--- config.mk ---
export PLATFORM = sky130hd
export DESIGN_NAME = ahb_dma_input_stage_flat
export DESIGN_NICKNAME = d
export VERILOG_FILES = /design/src/rtl/ahb_dma_pkg.sv /design/src/rtl/ahb_dma_input_stage_if.sv /design/src/rtl/ahb_dma_input_stage.sv /design/src/flat_wrapper.sv
export SDC_FILE = /design/constraint.sdc
export NUM_CORES = 1
export LEC_CHECK = 0
export BUFFER_PORTS_ARGS = -buffer_cell sky130_fd_sc_hd__buf_2
export CAP_MARGIN = 40
export CORE_MARGIN = 2
export CORE_UTILIZATION = 25
export CTS_BUF_LIST = sky130_fd_sc_hd__clkbuf_2 sky130_fd_sc_hd__clkbuf_4 sky130_fd_sc_hd__clkbuf_8
export DETAILED_ROUTE_END_ITERATION = 6
export GPL_ROUTABILITY_DRIVEN = 0
export GPL_TIMING_DRIVEN = 0
export HOLD_SLACK_MARGIN = 0.1
export PLACE_DENSITY = 0.54
export SLEW_MARGIN = 20
export SYNTH_ARGS = -nofsm -noshare
export SYNTH_HDL_FRONTEND = slang
export SYNTH_SLANG_ARGS = --single-unit
--- constraint.sdc ---
create_clock -name HCLK -period 1.31 [get_ports HCLK]
set_input_delay 0.0655 -clock HCLK [delete_from_list [all_inputs] [get_ports HCLK]]
set_output_delay 0.0655 -clock HCLK [all_outputs]
set_load 0.1 [all_outputs]
--- src/rtl/ahb_dma_pkg.sv ---
//------------------------------------------------------------------------------
// ahb_dma_pkg : shared AHB encodings and field widths for the DMA bus matrix
// Rev 1.0
//------------------------------------------------------------------------------
`default_nettype none

package ahb_dma_pkg;

  localparam int TRANS_W = 2;
  localparam int SIZE_W  = 3;
  localparam int BURST_W = 3;
  localparam int PROT_W  = 4;
  localparam int RESP_W  = 2;

  typedef enum logic [TRANS_W-1:0] {
    HTRANS_IDLE   = 2'b00,
    HTRANS_BUSY   = 2'b01,
    HTRANS_NONSEQ = 2'b10,
    HTRANS_SEQ    = 2'b11
  } htrans_e;

  typedef enum logic [RESP_W-1:0] {
    HRESP_OKAY  = 2'b00,
    HRESP_ERROR = 2'b01
  } hresp_e;

  typedef struct packed {
    logic [TRANS_W-1:0] trans;
    logic               write;
    logic [SIZE_W-1:0]  size;
    logic [BURST_W-1:0] burst;
    logic [PROT_W-1:0]  prot;
    logic               mastlock;
  } ahb_ctrl_t;

endpackage

`default_nettype wire

--- src/rtl/ahb_dma_input_stage_if.sv ---
//------------------------------------------------------------------------------
// ahb_dma_input_stage_if : master-port bus, decoder feedback and decoder request
// Rev 1.0
//------------------------------------------------------------------------------
`default_nettype none

interface ahb_dma_input_stage_if
  import ahb_dma_pkg::*;
#(
  parameter int ADDR_W = 32
);
  logic                HSELS;
  logic [ADDR_W-1:0]   HADDRS;
  logic [TRANS_W-1:0]  HTRANSS;
  logic                HWRITES;
  logic [SIZE_W-1:0]   HSIZES;
  logic [BURST_W-1:0]  HBURSTS;
  logic [PROT_W-1:0]   HPROTS;
  logic                HMASTLOCKS;
  logic                HREADYS;
  logic                active_dec;
  logic                readyout_dec;
  logic [RESP_W-1:0]   resp_dec;

  logic                sel_op;
  logic [ADDR_W-1:0]   addr_op;
  logic [TRANS_W-1:0]  trans_op;
  logic                write_op;
  logic [SIZE_W-1:0]   size_op;
  logic [BURST_W-1:0]  burst_op;
  logic [PROT_W-1:0]   prot_op;
  logic                mastlock_op;
  logic                held_tran_op;
  logic                HREADYOUTS;
  logic [RESP_W-1:0]   HRESPS;

  modport slave (
    input  HSELS, HADDRS, HTRANSS, HWRITES, HSIZES, HBURSTS, HPROTS,
           HMASTLOCKS, HREADYS, active_dec, readyout_dec, resp_dec,
    output sel_op, addr_op, trans_op, write_op, size_op, burst_op, prot_op,
           mastlock_op, held_tran_op, HREADYOUTS, HRESPS
  );

  modport master (
    output HSELS, HADDRS, HTRANSS, HWRITES, HSIZES, HBURSTS, HPROTS,
           HMASTLOCKS, HREADYS, active_dec, readyout_dec, resp_dec,
    input  sel_op, addr_op, trans_op, write_op, size_op, burst_op, prot_op,
           mastlock_op, held_tran_op, HREADYOUTS, HRESPS
  );

endinterface

`default_nettype wire

--- src/rtl/ahb_dma_input_stage.sv ---
//------------------------------------------------------------------------------
// ahb_dma_input_stage : holds a master's address phase until its output stage
// grants it, and stalls the master until the held transfer's data phase ends.
// Rev 1.0
//------------------------------------------------------------------------------
`default_nettype none

module ahb_dma_input_stage
  import ahb_dma_pkg::*;
#(
  parameter int ADDR_W = 32
)(
  input wire                    HCLK,
  input wire                    HRESETn,
  ahb_dma_input_stage_if.slave  bus
);

  ahb_ctrl_t           r_ctrl;
  logic [ADDR_W-1:0]   r_addr;
  logic                r_pend;
  logic                r_dphase;

  ahb_ctrl_t           w_live;
  ahb_ctrl_t           w_ctrl;
  logic [ADDR_W-1:0]   w_addr;
  logic [TRANS_W-1:0]  w_trans_op;
  logic                w_new_tran;
  logic                w_err_abort;
  logic                w_readyout;
  logic [RESP_W-1:0]   w_resp;

  assign w_new_tran = bus.HSELS & bus.HREADYS & bus.HTRANSS[1];

  // First ERROR cycle with the master going IDLE: drop the held transfer.
  assign w_err_abort = r_pend & r_dphase & ~bus.readyout_dec &
                       (bus.resp_dec == HRESP_ERROR) &
                       (bus.HTRANSS == HTRANS_IDLE);

  always_comb begin
    w_live          = '0;
    w_live.trans    = bus.HTRANSS;
    w_live.write    = bus.HWRITES;
    w_live.size     = bus.HSIZES;
    w_live.burst    = bus.HBURSTS;
    w_live.prot     = bus.HPROTS;
    w_live.mastlock = bus.HMASTLOCKS;
  end

  always_ff @(posedge HCLK or negedge HRESETn) begin
    if (!HRESETn) begin
      r_ctrl <= '0;
      r_addr <= '0;
    end else if (w_new_tran) begin
      r_ctrl <= w_live;
      r_addr <= bus.HADDRS;
    end
  end

  always_ff @(posedge HCLK or negedge HRESETn) begin
    if (!HRESETn) begin
      r_pend   <= 1'b0;
      r_dphase <= 1'b0;
    end else begin
      if (w_new_tran & ~bus.active_dec)
        r_pend <= 1'b1;
      else if (bus.active_dec | w_err_abort)
        r_pend <= 1'b0;

      // An accept in the completing cycle starts the next data phase at once.
      if (bus.active_dec & w_trans_op[1])
        r_dphase <= 1'b1;
      else if (bus.readyout_dec)
        r_dphase <= 1'b0;
    end
  end

  assign w_ctrl = r_pend ? r_ctrl : w_live;
  assign w_addr = r_pend ? r_addr : bus.HADDRS;

  // A held beat may have lost the output stage, so it always restarts the burst.
  always_comb begin
    w_trans_op = w_ctrl.trans;
    if (r_pend && (r_ctrl.trans == HTRANS_SEQ))
      w_trans_op = HTRANS_NONSEQ;
  end

  always_comb begin
    w_readyout = 1'b1;
    w_resp     = HRESP_OKAY;
    if (r_pend & ~bus.active_dec)
      w_readyout = 1'b0;
    else if (r_dphase)
      w_readyout = bus.readyout_dec;
    if (r_dphase)
      w_resp = bus.resp_dec;
  end

  assign bus.sel_op       = r_pend | (bus.HSELS & bus.HREADYS);
  assign bus.addr_op      = w_addr;
  assign bus.trans_op     = w_trans_op;
  assign bus.write_op     = w_ctrl.write;
  assign bus.size_op      = w_ctrl.size;
  assign bus.burst_op     = w_ctrl.burst;
  assign bus.prot_op      = w_ctrl.prot;
  assign bus.mastlock_op  = w_ctrl.mastlock;
  assign bus.held_tran_op = r_pend;
  assign bus.HREADYOUTS   = w_readyout;
  assign bus.HRESPS       = w_resp;

endmodule

`default_nettype wire

--- src/flat_wrapper.sv ---
// flat-port wrapper written by rule: the top's interface ports become plain ports
module ahb_dma_input_stage_flat import ahb_dma_pkg::*;
#(
  parameter int ADDR_W = 32
)
  (HCLK, HRESETn, bus_HSELS, bus_HADDRS, bus_HTRANSS, bus_HWRITES, bus_HSIZES, bus_HBURSTS, bus_HPROTS, bus_HMASTLOCKS, bus_HREADYS, bus_active_dec, bus_readyout_dec, bus_resp_dec, bus_sel_op, bus_addr_op, bus_trans_op, bus_write_op, bus_size_op, bus_burst_op, bus_prot_op, bus_mastlock_op, bus_held_tran_op, bus_HREADYOUTS, bus_HRESPS);
  ahb_dma_input_stage_if #(.ADDR_W(ADDR_W)) bus_i ();
  input wire HCLK;
  input wire HRESETn;
  input wire logic [$bits(bus_i.HSELS)-1:0] bus_HSELS;
  input wire logic [$bits(bus_i.HADDRS)-1:0] bus_HADDRS;
  input wire logic [$bits(bus_i.HTRANSS)-1:0] bus_HTRANSS;
  input wire logic [$bits(bus_i.HWRITES)-1:0] bus_HWRITES;
  input wire logic [$bits(bus_i.HSIZES)-1:0] bus_HSIZES;
  input wire logic [$bits(bus_i.HBURSTS)-1:0] bus_HBURSTS;
  input wire logic [$bits(bus_i.HPROTS)-1:0] bus_HPROTS;
  input wire logic [$bits(bus_i.HMASTLOCKS)-1:0] bus_HMASTLOCKS;
  input wire logic [$bits(bus_i.HREADYS)-1:0] bus_HREADYS;
  input wire logic [$bits(bus_i.active_dec)-1:0] bus_active_dec;
  input wire logic [$bits(bus_i.readyout_dec)-1:0] bus_readyout_dec;
  input wire logic [$bits(bus_i.resp_dec)-1:0] bus_resp_dec;
  output wire logic [$bits(bus_i.sel_op)-1:0] bus_sel_op;
  output wire logic [$bits(bus_i.addr_op)-1:0] bus_addr_op;
  output wire logic [$bits(bus_i.trans_op)-1:0] bus_trans_op;
  output wire logic [$bits(bus_i.write_op)-1:0] bus_write_op;
  output wire logic [$bits(bus_i.size_op)-1:0] bus_size_op;
  output wire logic [$bits(bus_i.burst_op)-1:0] bus_burst_op;
  output wire logic [$bits(bus_i.prot_op)-1:0] bus_prot_op;
  output wire logic [$bits(bus_i.mastlock_op)-1:0] bus_mastlock_op;
  output wire logic [$bits(bus_i.held_tran_op)-1:0] bus_held_tran_op;
  output wire logic [$bits(bus_i.HREADYOUTS)-1:0] bus_HREADYOUTS;
  output wire logic [$bits(bus_i.HRESPS)-1:0] bus_HRESPS;
  assign bus_i.HSELS = bus_HSELS;
  assign bus_i.HADDRS = bus_HADDRS;
  assign bus_i.HTRANSS = bus_HTRANSS;
  assign bus_i.HWRITES = bus_HWRITES;
  assign bus_i.HSIZES = bus_HSIZES;
  assign bus_i.HBURSTS = bus_HBURSTS;
  assign bus_i.HPROTS = bus_HPROTS;
  assign bus_i.HMASTLOCKS = bus_HMASTLOCKS;
  assign bus_i.HREADYS = bus_HREADYS;
  assign bus_i.active_dec = bus_active_dec;
  assign bus_i.readyout_dec = bus_readyout_dec;
  assign bus_i.resp_dec = bus_resp_dec;
  assign bus_sel_op = bus_i.sel_op;
  assign bus_addr_op = bus_i.addr_op;
  assign bus_trans_op = bus_i.trans_op;
  assign bus_write_op = bus_i.write_op;
  assign bus_size_op = bus_i.size_op;
  assign bus_burst_op = bus_i.burst_op;
  assign bus_prot_op = bus_i.prot_op;
  assign bus_mastlock_op = bus_i.mastlock_op;
  assign bus_held_tran_op = bus_i.held_tran_op;
  assign bus_HREADYOUTS = bus_i.HREADYOUTS;
  assign bus_HRESPS = bus_i.HRESPS;
  ahb_dma_input_stage #(.ADDR_W(ADDR_W)) u_core (.HCLK(HCLK), .HRESETn(HRESETn), .bus(bus_i));
endmodule
Yosys cells after proc, flatten, opt, wreduce, memory -nomap -nowiden:

Cells that the tools add are included.
W data, S select, Z words.

* flip-flop bits (word level): 48
* input bits: 54
* output and inout port bits: 51

* equality and inequality tests: 2
* multiplexer cells: 10
* bitwise logic cells: 13
* reduce and logical (&&, ||, !) cells: 4

Operators with widths (number)
* $mux W32: 1
* $mux W14: 1
* $and A1 B1 Y1: 9
* $mux W1: 6
* $mux W2: 2
* $reduce_bool A2 Y1: 2
* $eq A2 B1 Y1 const B: 1
* $eq A2 B2 Y1 const B: 1
* $logic_not A2 Y1: 1
* $not A1 Y1: 2
* $or A1 B1 Y1: 2
* $logic_and A1 B1 Y1: 1

Depth between registers and ports, before layout:

Gate-level depths: netlist (run 1).

* word-level depth: 7
* gate-level depth with buffers: 5
* mapped depth without buffers: 3

Worst setup path after synthesis (run 1):

No wires, ideal clock.

* path type: register -> output
* start point: reg u_core.r_pend (netlist: u_core.bus.held_tran_op)
* end point: out bus_HREADYOUTS
* data arrival time: 3.324 ns
* path slack: -2.079 ns
* stages on the path, launching flop included: 4
* buffers on the path: 2
* cell sequence: dfrtp_1 > clkbuf_1 > buf_2 > a21boi_0

* cells in the longest elaborated chain, start to end: 2

RTL lines
* start: declaration: line ahb_dma_input_stage.sv:20 `logic r_pend;`
* start signal: assignment: line ahb_dma_input_stage.sv:61 `r_pend <= 1'b0;`
* start signal: assignment: line ahb_dma_input_stage.sv:65 `r_pend <= 1'b1;`
* start signal: assignment: line ahb_dma_input_stage.sv:67 `r_pend <= 1'b0;`
* $and A1 B1 Y1: line ahb_dma_input_stage.sv:90 `if (r_pend & ~bus.active_dec)`
* $mux W1: line ahb_dma_input_stage.sv:90
* end: declaration: line flat_wrapper.sv:31 `output wire logic [$bits(bus_i.HREADYOUTS)-1:0] bus_HREADYOUTS;`

Every way passes these cells.

Final worst setup path (run 1):

* start point: reg u_core.r_pend (netlist: u_core.bus.held_tran_op)
* end point: out bus_addr_op[26]

* cells in the longest elaborated chain, start to end: 1

RTL lines
* $mux W32: line ahb_dma_input_stage.sv:78 `assign w_addr = r_pend ? r_addr : bus.HADDRS;`
* end: declaration: line flat_wrapper.sv:23 `output wire logic [$bits(bus_i.addr_op)-1:0] bus_addr_op;`

Every way passes these cells.

==> metrics.log, run 1 <==
INFO  metric stdcell_area = 0.00467 mm²
INFO  metric max_cap_violations = 0
INFO  metric worstSetupStartpointType = flop
INFO  metric io_pins = 105
INFO  metric floorplan.die.height = 103 µm
INFO  metric finalHoldViolCount = 0
INFO  metric netlist_top_cells_area = sky130_fd_sc_hd__dfrtp_1, sky130_fd_sc_hd__mux2_2, sky130_fd_sc_hd__mux2_4
INFO  metric placedCellCount = 403
INFO  metric die_footprint = 0.0106 mm²
INFO  metric final.setup.worst_slack = -0.362 ns
INFO  metric area_post_placement = between 0.003 and 0.004 mm²
INFO  metric cts_made_buffers = 5
INFO  metric die_w = 103 µm
INFO  metric postSynthNetCount = 220
INFO  metric detailed_place_hpwl = 3.87 mm
INFO  metric antenna_violating_nets_post_route = 0
INFO  metric fraction_of_layout_instances_using_a_drive_strength_above_1 = between 60% and 70%
INFO  metric setup-tns-final = -16.34 ns
INFO  metric syn2layout_area_growth = 90.8%
INFO  metric num_rows = 36
INFO  metric max-vdd-ir-drop = 516 µV
INFO  metric ys_warn_count = 0
INFO  metric synth_compound_gate_area_share = about 1.5%
INFO  metric maximum_count_of_clock_buffers_along_a_single_path = 2
INFO  metric stdcell_count = 460
INFO  metric worst-endpoint-arrival = around 1.6 ns
INFO  metric power-per-cell-area = 1190 mW/mm²
INFO  metric globalRouteOverflowTotal = 0
INFO  metric drt-vias-per-instance = about 4.1
INFO  metric post_synth_inst_count = around 170
INFO  metric clock_sink_count = 48
INFO  metric synthFlopType = sky130_fd_sc_hd__dfrtp_1
INFO  metric period_share = 128%
INFO  metric grt.total_usage = 12.3%
INFO  metric ys_seq_area_share = 49.1%
INFO  metric global_route_wire_length_before_repair = 10.0 mm
INFO  metric synthXorXnorAreaFrac = 0%
INFO  metric timing.max_slew.rel_slack = between 50% and 60%
INFO  metric total_leakage_power = 2.18 nW
INFO  metric yosys_register_bits = between 40 and 50
INFO  metric design.core.area = about 0.0096 mm²
INFO  metric postSynth.asyncResetShare = 100%
INFO  metric worstSkewPairLatency = 0.29 ns
INFO  metric avgSynthCellArea = 14.7 µm²
INFO  metric synth_area = ~0.0024 mm²
INFO  metric antennaDiodeCount = 0
INFO  metric seq_area = 0.00120 mm²
INFO  metric wl_per_cell = about 14 µm
INFO  metric post-synth-top-count-cell = sky130_fd_sc_hd__mux2_2
INFO  metric drt_first_iter_violations = 13
INFO  metric first_global_vias = 2108
INFO  metric drtPass1Iterations = 3
INFO  metric synth_fa_ha_area_share = 0%
INFO  metric routed_wirelength = between 6 and 7 mm
INFO  metric root_buffer = sky130_fd_sc_hd__clkbuf_8
INFO  metric yosys-mux-area-fraction = a little over two fifths
INFO  metric grt_max_degree = slightly below 50
INFO  metric multi_input_comb_area = ~0.0013 mm²
INFO  metric netlist.top_cell.by_area = sky130_fd_sc_hd__dfrtp_1
INFO  metric ctsHtreeMaxLevel = 2
INFO  metric synth_top_cells_by_count = sky130_fd_sc_hd__mux2_2, sky130_fd_sc_hd__dfrtp_1, sky130_fd_sc_hd__mux2_4
INFO  metric timing.critical_path.required = 1.24 ns
INFO  metric main_combinational_cell_family_by_area_after_synthesis = multiplexers
INFO  metric finalWorstPathRequiredPeriod = around 1.7 ns
INFO  metric total_of_endpoints_with_negative_setup_slack_in_the_final_report = around 50
INFO  metric routed-via-count = around 1900
INFO  metric grt_antenna_before_repair = 0
INFO  metric max_slew.worst_pin.slew = 0.625 ns
INFO  metric clk_pin_slew = 0.09 ns
INFO  metric path_max_fanout = 10
INFO  metric synth_enable_flop_cells = 0
INFO  metric finalNetCount = 380
INFO  metric hold_path.class = in2reg
INFO  metric detail_route.drc_violations = 0
INFO  metric crit_type = reg2out
INFO  metric floorplan.initialDensity = 25.4%
INFO  metric clock_tree_from_tritoncts = yes
INFO  metric synth_top_cell_area_share = 49.1%
INFO  metric status = finished, violations left
INFO  metric rsz0062_at_grt = true
INFO  metric fill_cells = 852
INFO  metric totalPowerFinal = 0.00556 W
INFO  metric violations = setup timing
INFO  metric max_freq = 0.598 GHz
INFO  metric layout.core_utilization = 48.4%
INFO  metric timing.clock.skew = 0.000704 ns
INFO  metric number_of_port_buffers = 104
INFO  metric final-max-slew-violation-count = 0
INFO  metric number_of_distinct_library_cell_variants_in_the_gate_level_netlist_after_synthesis = 17
INFO  metric cp-end-kind = primary output
INFO  metric post_synth_and_or_nand_nor_area_fraction = 2.46%
[where the power goes]
| group | switching (W) | internal [W] | total, W |
|---|---|---|---|
| Clock | 0.000494 | 0.000674 | 0.00117 |
| Sequential | 0.000134 | 0.00175 | 0.00188 |
| Combinational | 0.00141 | 0.00110 | 0.00251 |
| Total | 0.00204 | 0.00352 | 0.00556 |
[final cells by class]
| cell class | instances | area share, % |
|---|---|---|
| plain buffers | 11 | 3.62 |
| flip-flops and latches | 48 | 25.8 |
| inverters | 2 | 0.161 |
| clock inverters | 1 | 0.643 |
| multi-input cells | 105 | 28.7 |
| well taps | 133 | 3.56 |
| repair buffers | 153 | 35.4 |
| clock buffers | 7 | 2.06 |
[logic make-up (layout without fill, tap and decap cells)]
| logic type | Yosys count | in the layout |
|---|---|---|
| AO/OA/AOI/OAI | 6 | 6 |
| buffers and inverters | 13 | 174 |
| multiplexers | 89 | 89 |
| AND/OR/NAND/NOR | 10 | 10 |
| flip-flops | 48 | 48 |
[cell usage in the layout, fill, tap and decap left out, types with 2 or more instances in the layout]
master / Yosys / routed
sky130_fd_sc_hd__and2_1: 2 / 2
sky130_fd_sc_hd__buf_12: 0 / 43
sky130_fd_sc_hd__buf_2: 6 / 55
sky130_fd_sc_hd__buf_6: 4 / 14
sky130_fd_sc_hd__clkbuf_4: 0 / 2
sky130_fd_sc_hd__clkbuf_8: 0 / 7
sky130_fd_sc_hd__dfrtp_1: 48 / 47
sky130_fd_sc_hd__dlygate4sd3_1: 0 / 48
sky130_fd_sc_hd__inv_1: 2 / 2
sky130_fd_sc_hd__mux2_2: 73 / 38
sky130_fd_sc_hd__mux2_4: 16 / 51
sky130_fd_sc_hd__nand2_1: 4 / 3
sky130_fd_sc_hd__nand2b_1: 2 / 2
[metrics by stage]
| stage | setup slack, ns | hold WS (ns) |
|---|---|---|
| floorplan | -0.322 | -0.230 |
| global placement | -0.277 | 0.268 |
| detailed placement | -0.282 | 0.142 |
| CTS | -0.384 | 0.194 |
| global route | -0.416 | 0.217 |
| finish | -0.362 | 0.206 |
[flip-flops by register name, summed over array words and instances (netlist names)]
signal	count
u_core.r_dphase	1
u_core.bus.held_tran_op	1
u_core.r_addr	32
u_core.r_ctrl	14
[what timing repair did]
action                                 4_1_cts  5_1_grt
pin swaps                                    1        1
gates resized for setup                    188        7
setup endpoints to repair                   49       52
endpoints found under the hold margin       95        0
buffers inserted                             0        1
hold buffers                                48        0
[final timing paths]
| kind | to | slack, ns | cells past startpoint | start |
|---|---|---|---|---|
| max in group asynchronous | u_core.bus.held_tran_op | 0.51 | 2 | HRESETn |
| setup reg to reg | u_core.r_dphase | -0.04 | 5 | u_core.bus.held_tran_op |
| min in group asynchronous | u_core.r_ctrl[6] | 0.33 | 2 | HRESETn |
| setup / recovery | bus_addr_op[26] | -0.36 | 4 | u_core.bus.held_tran_op |
| hold / removal | u_core.bus.held_tran_op | 0.21 | 4 | bus_resp_dec[1] |
| hold reg to reg | u_core.r_ctrl[11] | 0.51 | 1 | u_core.r_ctrl[11] |
[critical path, cell delays in order (launching register included)]
cell                        delay [ns]
sky130_fd_sc_hd__dfrtp_4          0.49
sky130_fd_sc_hd__clkbuf_16        0.18
sky130_fd_sc_hd__buf_12           0.15
sky130_fd_sc_hd__mux2_4           0.32
sky130_fd_sc_hd__buf_12           0.17
[metal layers]
metal  vias up  share of wire, %  global-route usage [%]
met5         -                 0                       0
met4         0              0.87                    3.64
met3         6               4.8                    2.24
met2        63                53                    22.3
met1       930                42                    14.8
li1        909                 -                       -
(Power assumes the default switching activity.)
==> inputs of run 2 (changes only) <==
Settings changed: CORE_UTILIZATION 25 to 49, PLACE_DENSITY 0.54 to 0.89, TNS_END_PERCENT set to 100.
==> metrics.log, run 2 <==
INFO  metric number_of_port_buffers = 104 (unchanged)
INFO  metric ctsHtreeMaxLevel = 2 (unchanged)
INFO  metric io_pins = 105 (unchanged)
INFO  metric root_buffer = sky130_fd_sc_hd__clkbuf_8
INFO  metric postSynth.asyncResetShare = 100% (unchanged)
INFO  metric synthFlopType = sky130_fd_sc_hd__dfrtp_1
INFO  metric floorplan.initialDensity = 51.4% (+26 points)
INFO  metric floorplan.die.height = 74.7 µm (-27%)
INFO  metric grt.total_usage = 73.6%
INFO  metric status = did not finish
INFO  metric post_synth_inst_count = 166 (unchanged)
INFO  metric globalRouteOverflowTotal = 38
INFO  metric yosys_register_bits = 48 (unchanged)
INFO  metric netlist_top_cells_area = sky130_fd_sc_hd__dfrtp_1, sky130_fd_sc_hd__mux2_2, sky130_fd_sc_hd__mux2_4
INFO  metric die_w = 74.7 µm (-27%)
INFO  metric globalroute.repair_timing.worst_endpoint = bus_trans_op[1]
INFO  metric synth_top_cell_area_share = 49.1% (unchanged)
INFO  metric grt_max_degree = 32
INFO  metric ys_warn_count = 0 (unchanged)
INFO  metric maximum_count_of_clock_buffers_along_a_single_path = 2 (unchanged)
INFO  metric synth_enable_flop_cells = 0 (unchanged)
INFO  metric postSynthNetCount = 220 (unchanged)
INFO  metric number_of_distinct_library_cell_variants_in_the_gate_level_netlist_after_synthesis = 17 (unchanged)
INFO  metric synth_area = 0.00245 mm² (unchanged)
INFO  metric synth_top_cells_by_count = sky130_fd_sc_hd__mux2_2, sky130_fd_sc_hd__dfrtp_1, sky130_fd_sc_hd__mux2_4
INFO  metric post-synth-top-count-cell = sky130_fd_sc_hd__mux2_2
INFO  metric detailed_place_hpwl = 4.13 mm (+6.6%)
INFO  metric clock_sink_count = 48 (unchanged)
INFO  metric cts_made_buffers = 5 (unchanged)
INFO  metric avgSynthCellArea = 14.7 µm² (unchanged)
INFO  metric ys_seq_area_share = 49.1% (unchanged)
INFO  metric netlist.top_cell.by_area = sky130_fd_sc_hd__dfrtp_1
INFO  metric error = [ERROR GRT-0232] Routing congestion too high. Check the congestion heatmap in the GUI.
INFO  metric num_rows = 25 (-31%)
INFO  metric placedCellCount = 338 (-16%)
INFO  metric grt_antenna_before_repair = 5
INFO  metric failing_step = global routing
INFO  metric dpl_worst_slack = -0.256 ns (+0.0262 ns)
INFO  metric worst-endpoint-pin-kind = primary output
-- run 2: cell counts after synthesis --
No cell type changed its count.
-- run 2: metrics by stage --
stage | setup TNS, ns | area (µm²)
floorplan | -13.01 | 2640
global placement | -9.21 | 3250
detailed placement | -9.74 | 3270
CTS | -17.02 | 4500
-- run 2: timing repair --
action / in CTS
hold buffers: 47
gates cloned: 0
pin swaps: 1
setup endpoints to repair: 49
endpoints found under the hold margin: 76
setup buffers: 0
resized for setup: 180
-- run 2: logic make-up after synthesis --
| logic type | after synthesis | share of synthesized area, % |
|---|---|---|
| mux | 89 | 43.4 |
| flops | 48 | 49.1 |
| compound gates | 6 | 1.48 |
| buf+inv | 13 | 3.53 |
| simple gates | 10 | 2.45 |
-- run 2: layer usage --
| metal | global-route usage, % | overflow |
|---|---|---|
| met5 | 0 | 0 |
| met4 | 80.4 | 17 |
| met3 | 54.5 | 0 |
| met1 | 73.5 | 0 |
| met2 | 92.2 | 21 |
==> inputs of run 3 (changes only) <==
Settings changed: CORE_UTILIZATION 49 to 40, CTS_BUF_LIST sky130_fd_sc_hd__clkbuf_2 sky130_fd_sc_hd__clkbuf_4 sky130_fd_sc_hd__clkbuf_8 to unset, HOLD_SLACK_MARGIN 0.1 to unset, PLACE_DENSITY 0.89 to unset, PLACE_DENSITY_LB_ADDON set to 0.15.
==> metrics.log, run 3 (synthesis gave the netlist of run 1 again) <==
INFO  metric status = finished, violations left
INFO  metric violations = setup timing
INFO  metric io_pins = 105 (unchanged)
INFO  metric timing.critical_path.required = 1.24 ns
INFO  metric rsz0062_at_grt = true
INFO  metric regToRegEndpoint = u_core.r_dphase
INFO  metric floorplan.die.height = 82.2 µm (+10%)
INFO  metric layout.core_utilization = 69.5%
INFO  metric maximum_count_of_clock_buffers_along_a_single_path = 2 (unchanged)
INFO  metric critical-path-slowest-cell = sky130_fd_sc_hd__dfrtp_4
INFO  metric crit-reg2reg-launch = u_core.bus.held_tran_op
INFO  metric finalNetCount = 338
INFO  metric clock_tree_from_tritoncts = yes
INFO  metric timing.max_slew.rel_slack = 63.4%
INFO  metric final.setup.worst_slack = -0.339 ns
INFO  metric clk_pin_slew = 0.09 ns
INFO  metric total_of_endpoints_with_negative_setup_slack_in_the_final_report = 49
INFO  metric worst-endpoint-arrival = ~1.6 ns
INFO  metric drt-vias-per-instance = roughly 4.9
INFO  metric grt_max_degree = 28
INFO  metric finalWorstPathRequiredPeriod = approximately 1.6 ns
INFO  metric crit_type = reg2out
INFO  metric timing.critical_path.cells = buf_8 > buf_12 > mux2_4 > buf_12
INFO  metric grt.total_usage = 17.4%
INFO  metric clock_sink_count = 48 (unchanged)
INFO  metric root_buffer = sky130_fd_sc_hd__clkbuf_8
INFO  metric ctsHtreeMaxLevel = 2 (unchanged)
INFO  metric detailed_place_hpwl = 3.73 mm (-9.7%)
INFO  metric antennaDiodeCount = 0
INFO  metric max_slew.worst_pin.slew = 0.549 ns
INFO  metric fraction_of_layout_instances_using_a_drive_strength_above_1 = a little under 80%
INFO  metric drtPass1Iterations = 4
INFO  metric timing.clock.skew = around 0.0012 ns
INFO  metric drt_first_iter_violations = 42
INFO  metric die_footprint = 0.00676 mm²
INFO  metric final-max-slew-violation-count = 0
INFO  metric worst_hold_path_depth = 2
INFO  metric max-vdd-ir-drop = 642 µV
INFO  metric global_route_wire_length_before_repair = 8.90 mm
INFO  metric floorplan.initialDensity = 41.3% (-10 points)
INFO  metric finalHoldViolCount = 0
INFO  metric worstSkewPairLatency = 0.29 ns
INFO  metric critPathMaxStageDelay = 0.49 ns
INFO  metric worstRegToRegCells = 5
INFO  metric hold_path_end = u_core.r_addr[2]
INFO  metric routed-via-count = 1761
INFO  metric wl_per_cell = about 16 µm
INFO  metric path_max_fanout = 10
INFO  metric crit_family = flip-flops
INFO  metric layout.cells.most_common = sky130_fd_sc_hd__buf_2
INFO  metric design.core.area = 0.00592 mm²
INFO  metric totalPowerFinal = 0.00521 W
INFO  metric power-per-cell-area = 1270 mW/mm²
INFO  metric hold_path.startpoint = bus_HADDRS[2]
INFO  metric antenna_violating_nets_post_route = 0
INFO  metric cts_made_buffers = 5 (unchanged)
INFO  metric max_freq = roughly 0.6 GHz
INFO  metric number_of_port_buffers = 104 (unchanged)
INFO  metric fill_cells = ~430
INFO  metric period_share = 126%
INFO  metric max_cap_violations = 0
INFO  metric worstSetupStartpointType = flop
INFO  metric die_w = 82.2 µm (+10%)
INFO  metric first_global_vias = between 1500 and 2000
INFO  metric grt_antenna_before_repair = 0
INFO  metric layout.cells.most_common_list = sky130_fd_sc_hd__buf_2, sky130_fd_sc_hd__mux2_4, sky130_fd_sc_hd__dfrtp_1, sky130_fd_sc_hd__buf_12, sky130_fd_sc_hd__mux2_2
INFO  metric critPathBufInv = 3
INFO  metric routed_wirelength = between 5 and 6 mm
INFO  metric register_with_the_most_flip_flops = u_core.r_addr
INFO  metric hold-worst-slack = 0.00933 ns
INFO  metric largest_reg_flops = 32
INFO  metric total_leakage_power = roughly 2.0 nW
INFO  metric detail_route.drc_violations = 0
INFO  metric globalRouteOverflowTotal = 0
INFO  metric num_rows = 28 (+12%)
INFO  metric largest_registers = u_core.r_addr (32), u_core.r_ctrl (14)
INFO  metric syn2layout_area_growth = 68.2%
INFO  metric cp-end-kind = primary output
INFO  metric hold_path.class = in2reg
INFO  metric path_common_cell = sky130_fd_sc_hd__buf_12
INFO  metric ff2ff_setup_slack = -0.03 ns
==> run 3: metrics by stage <==
step	cells	setup TNS [ns]	setup slack [ns]	cell area [µm²]
final	360	-15.04	-0.339	4120
after global routing	360	-16.84	-0.371	4120
after CTS	356	-16.60	-0.365	4040
after detailed placement	346	-9.85	-0.271	3280
after global placement	345	-9.66	-0.257	3260
after floorplan	166	-13.01	-0.322	2640
==> run 3: layout make-up <==
class | count | area (µm²) | share of cell area, %
multi-input cells | 105 | 1330 | 32.3
flip-flops and latches | 48 | 1200 | 29.3
inverters | 2 | 7.51 | 0.182
plain buffers | 11 | 144 | 3.50
well taps | 75 | 93.8 | 2.28
clock inverters | 2 | 10.0 | 0.243
repair buffers | 111 | 1240 | 30.2
clock buffers | 6 | 82.6 | 2.01
==> run 3: timing repair <==
| action | CTS | global route |
|---|---|---|
| endpoints found under the hold margin | 23 | 4 |
| resized for setup | 179 | 9 |
| cloned | 0 | 0 |
| setup endpoints to repair | 48 | 51 |
| hold buffers | 2 | 4 |
| pin swaps | 1 | 0 |
| setup buffers | 0 | 0 |
==> run 3: routing by layer <==
layer | routed length, µm | share of wire (%) | GRT usage (%)
met2 | 2980 | 53 | 30.2
met3 | 344 | 6.1 | 5.00
met1 | 2250 | 40 | 20.8
met4 | 102 | 1.8 | 5.33
met5 | 0 | 0 | 0
==> run 3: worst max path at each step <==
stage | from | cells past startpoint | to
CTS | u_core.bus.held_tran_op | 4 | bus_prot_op[1]
global placement | u_core.bus.held_tran_op | 4 | bus_addr_op[16]
floorplan | u_core.bus.held_tran_op | 5 | u_core.r_dphase
finish | u_core.bus.held_tran_op | 4 | bus_prot_op[2]
global route | u_core.bus.held_tran_op | 4 | bus_addr_op[14]
detailed placement | u_core.bus.held_tran_op | 4 | bus_addr_op[8]
==> run 3: power breakdown <==
part           leakage (nW)  switching (W)  internal (W)  total (W)
sequential            0.566       0.000145       0.00175    0.00189
clock                0.0510       0.000483      0.000422   0.000905
combinational          1.37        0.00139       0.00101    0.00241
==> inputs of run 4 (changes only) <==
Settings changed: GPL_TIMING_DRIVEN 0 to unset.
==> metrics.log, run 4 (synthesis gave the netlist of run 1 again) <==
INFO  metric status = finished, violations left
INFO  metric violations = setup timing
INFO  metric syn2layout_area_growth = 72.5%
INFO  metric hold_path.class = in2reg
INFO  metric largest_reg_flops = 32 (unchanged)
INFO  metric finalNetCount = 333 (-1.5%)
INFO  metric clk_pin_slew = 0.09 ns (about the same)
INFO  metric die_footprint = 0.00676 mm² (unchanged)
INFO  metric placedCellCount = 341 (-1.4%)
INFO  metric finalHoldViolCount = 0 (unchanged)
INFO  metric ff2ff_setup_slack = 0.06 ns (+0.09 ns)
INFO  metric io_pins = 105 (unchanged)
INFO  metric floorplan.die.height = 82.2 µm (unchanged)
INFO  metric max_cap_violations = 0 (unchanged)
INFO  metric antennaDiodeCount = 0 (unchanged)
INFO  metric max-vdd-ir-drop = 658 µV (+2.5%)
INFO  metric final.setup.worst_slack = -0.262 ns (+0.0765 ns)
INFO  metric wl_per_cell = 15.0 µm (-5.2%)
INFO  metric period_share = 120% (-5.8 points)
INFO  metric largest_registers = u_core.r_addr (32), u_core.r_ctrl (14)
INFO  metric layout.cells.most_common_list = sky130_fd_sc_hd__buf_12, sky130_fd_sc_hd__mux2_4, sky130_fd_sc_hd__buf_2, sky130_fd_sc_hd__dfrtp_1, sky130_fd_sc_hd__mux2_2
INFO  metric clock_sink_count = 48 (unchanged)
INFO  metric routed-via-count = 1771 (+0.57%)
INFO  metric path_max_fanout = 12 (+2)
INFO  metric drt-vias-per-instance = 4.99 (+2.0%)
INFO  metric first_global_vias = 1856 (+0.22%)
INFO  metric root_buffer = sky130_fd_sc_hd__clkbuf_8
INFO  metric cts_made_buffers = 5 (unchanged)
INFO  metric crit_type = reg2out
INFO  metric number_of_port_buffers = 104 (unchanged)
INFO  metric total_leakage_power = 2.03 nW (+2.2%)
INFO  metric layout.cells.most_common = sky130_fd_sc_hd__buf_12
INFO  metric worstRegToRegCells = 4 (-1)
INFO  metric timing.max_slew.rel_slack = 80.0% (+17 points)
INFO  metric stdcell_count = 355 (-1.4%)
INFO  metric power-per-cell-area = 1280 mW/mm² (+1.0%)
INFO  metric worstSetupStartpointType = flop
INFO  metric maximum_count_of_clock_buffers_along_a_single_path = 2 (unchanged)
INFO  metric hold_path.startpoint = bus_HADDRS[3]
INFO  metric drtPass1Iterations = 4 (unchanged)
INFO  metric grt_antenna_before_repair = 0 (unchanged)
INFO  metric crit-reg2reg-launch = u_core.bus.held_tran_op
INFO  metric floorplan.initialDensity = 41.3% (unchanged)
INFO  metric hold-worst-slack = 0.0106 ns (+0.00122 ns)
INFO  metric worst_hold_path_depth = 2 (unchanged)
INFO  metric detailed_place_hpwl = 4.01 mm (+7.7%)
INFO  metric global_route_wire_length_before_repair = 8.80 mm (-1.1%)
INFO  metric final-max-slew-violation-count = 0 (unchanged)
INFO  metric clock_tree_from_tritoncts = yes
INFO  metric regToRegEndpoint = u_core.r_dphase
INFO  metric drt_first_iter_violations = 41 (-2.4%)
INFO  metric worst-endpoint-arrival = 1.51 ns (-0.07 ns)
INFO  metric die_w = 82.2 µm (unchanged)
INFO  metric dpl_worst_slack = 0.0346 ns (+0.306 ns)
INFO  metric routed_wirelength = 5.31 mm (-6.5%)
INFO  metric num_rows = 28 (unchanged)
INFO  metric finalWorstPathRequiredPeriod = 1.57 ns (-0.0765 ns)
INFO  metric antenna_violating_nets_post_route = 0 (unchanged)
INFO  metric max_freq = 0.636 GHz (+4.9%)
INFO  metric grt.total_usage = 17.0% (-0.45 points)
INFO  metric total_of_endpoints_with_negative_setup_slack_in_the_final_report = 49 (unchanged)
INFO  metric fill_cells = 411 (-4.0%)
INFO  metric worstSkewPairLatency = 0.29 ns (about the same)
INFO  metric fraction_of_layout_instances_using_a_drive_strength_above_1 = 77.1% (+0.30 points)
INFO  metric layout.core_utilization = 71.3% (+1.8 points)
INFO  metric max_slew.worst_pin.slew = 0.301 ns (-0.248 ns)
INFO  metric timing.clock.skew = 0.00349 ns (+0.00232 ns)
INFO  metric rsz0062_at_grt = true
INFO  metric register_with_the_most_flip_flops = u_core.r_addr
INFO  metric timing.critical_path.required = 1.24 ns (about the same)
INFO  metric design.core.area = 0.00592 mm² (unchanged)
INFO  metric hold_path_end = u_core.r_addr[3]
INFO  metric detail_route.drc_violations = 0 (unchanged)
INFO  metric grt_max_degree = 49 (+75%)
INFO  metric globalRouteOverflowTotal = 0 (unchanged)
INFO  metric ctsHtreeMaxLevel = 2 (unchanged)
INFO  metric cp-end-kind = primary output
run 4: timing repair:
item | CTS | global route
buffers inserted | 3 | 0
cloned | 0 | 0
resized for setup | 3 | 5
setup endpoints to repair | 48 | 52
pin swaps | 0 | 1
hold endpoints to repair | 51 | 0
hold buffers | 3 | 0
run 4: layout make-up:
cell class / instances / area (µm²) / area share, %
Clock inverter: 2 / 35.0 / 0.830
Sequential cell: 48 / 1200 / 28.6
Timing Repair Buffer: 117 / 1460 / 34.6
Inverter: 2 / 7.51 / 0.178
Multi-Input combinational cell: 105 / 1350 / 31.9
Tap cell: 75 / 93.8 / 2.22
Clock buffer: 6 / 72.6 / 1.72
run 4: critical path: stages (launching register included):
cell and delay, ns:
sky130_fd_sc_hd__dfrtp_4 0.50, sky130_fd_sc_hd__buf_12 0.17, sky130_fd_sc_hd__mux2_2 0.37, sky130_fd_sc_hd__buf_12 0.17
run 4: how the worst max path moves through the flow:
stage	endpoint	startpoint	cells past startpoint	slack (ns)
final	bus_addr_op[5]	u_core.bus.held_tran_op	3	-0.26
after CTS	bus_burst_op[2]	u_core.bus.held_tran_op	3	-0.28
after global routing	bus_addr_op[3]	u_core.bus.held_tran_op	3	-0.31
after floorplan	u_core.r_dphase	u_core.bus.held_tran_op	5	-0.32
after detailed placement	bus_addr_op[3]	u_core.bus.held_tran_op	3	0.03
after global placement	bus_addr_op[2]	u_core.bus.held_tran_op	3	0.05
run 4: through the flow:
stage / cell area (µm²) / power, W / TNS [ns]
floorplan: 2640 / 0.00357 / -13.01
global placement: 4030 / 0.00433 / 0
detailed placement: 4030 / 0.00438 / 0
CTS: 4200 / 0.00544 / -12.80
global route: 4220 / 0.00563 / -14.40
finish: 4220 / 0.00539 / -12.14
run 4: layer usage:
metal / vias to the layer above / wire length, µm / track usage, %
li1: 817 / - / -
met1: 887 / 2040 / 20.8
met3: 7 / 404 / 5.43
met2: 60 / 2810 / 29.0
met5: - / 0 / 0
met4: 0 / 49 / 4.00
run 4: power breakdown:
group	internal [W]	switching, W	leakage, nW
combinational	0.00107	0.00139	1.41
clock	0.000567	0.000467	0.0552
sequential	0.00175	0.000147	0.566
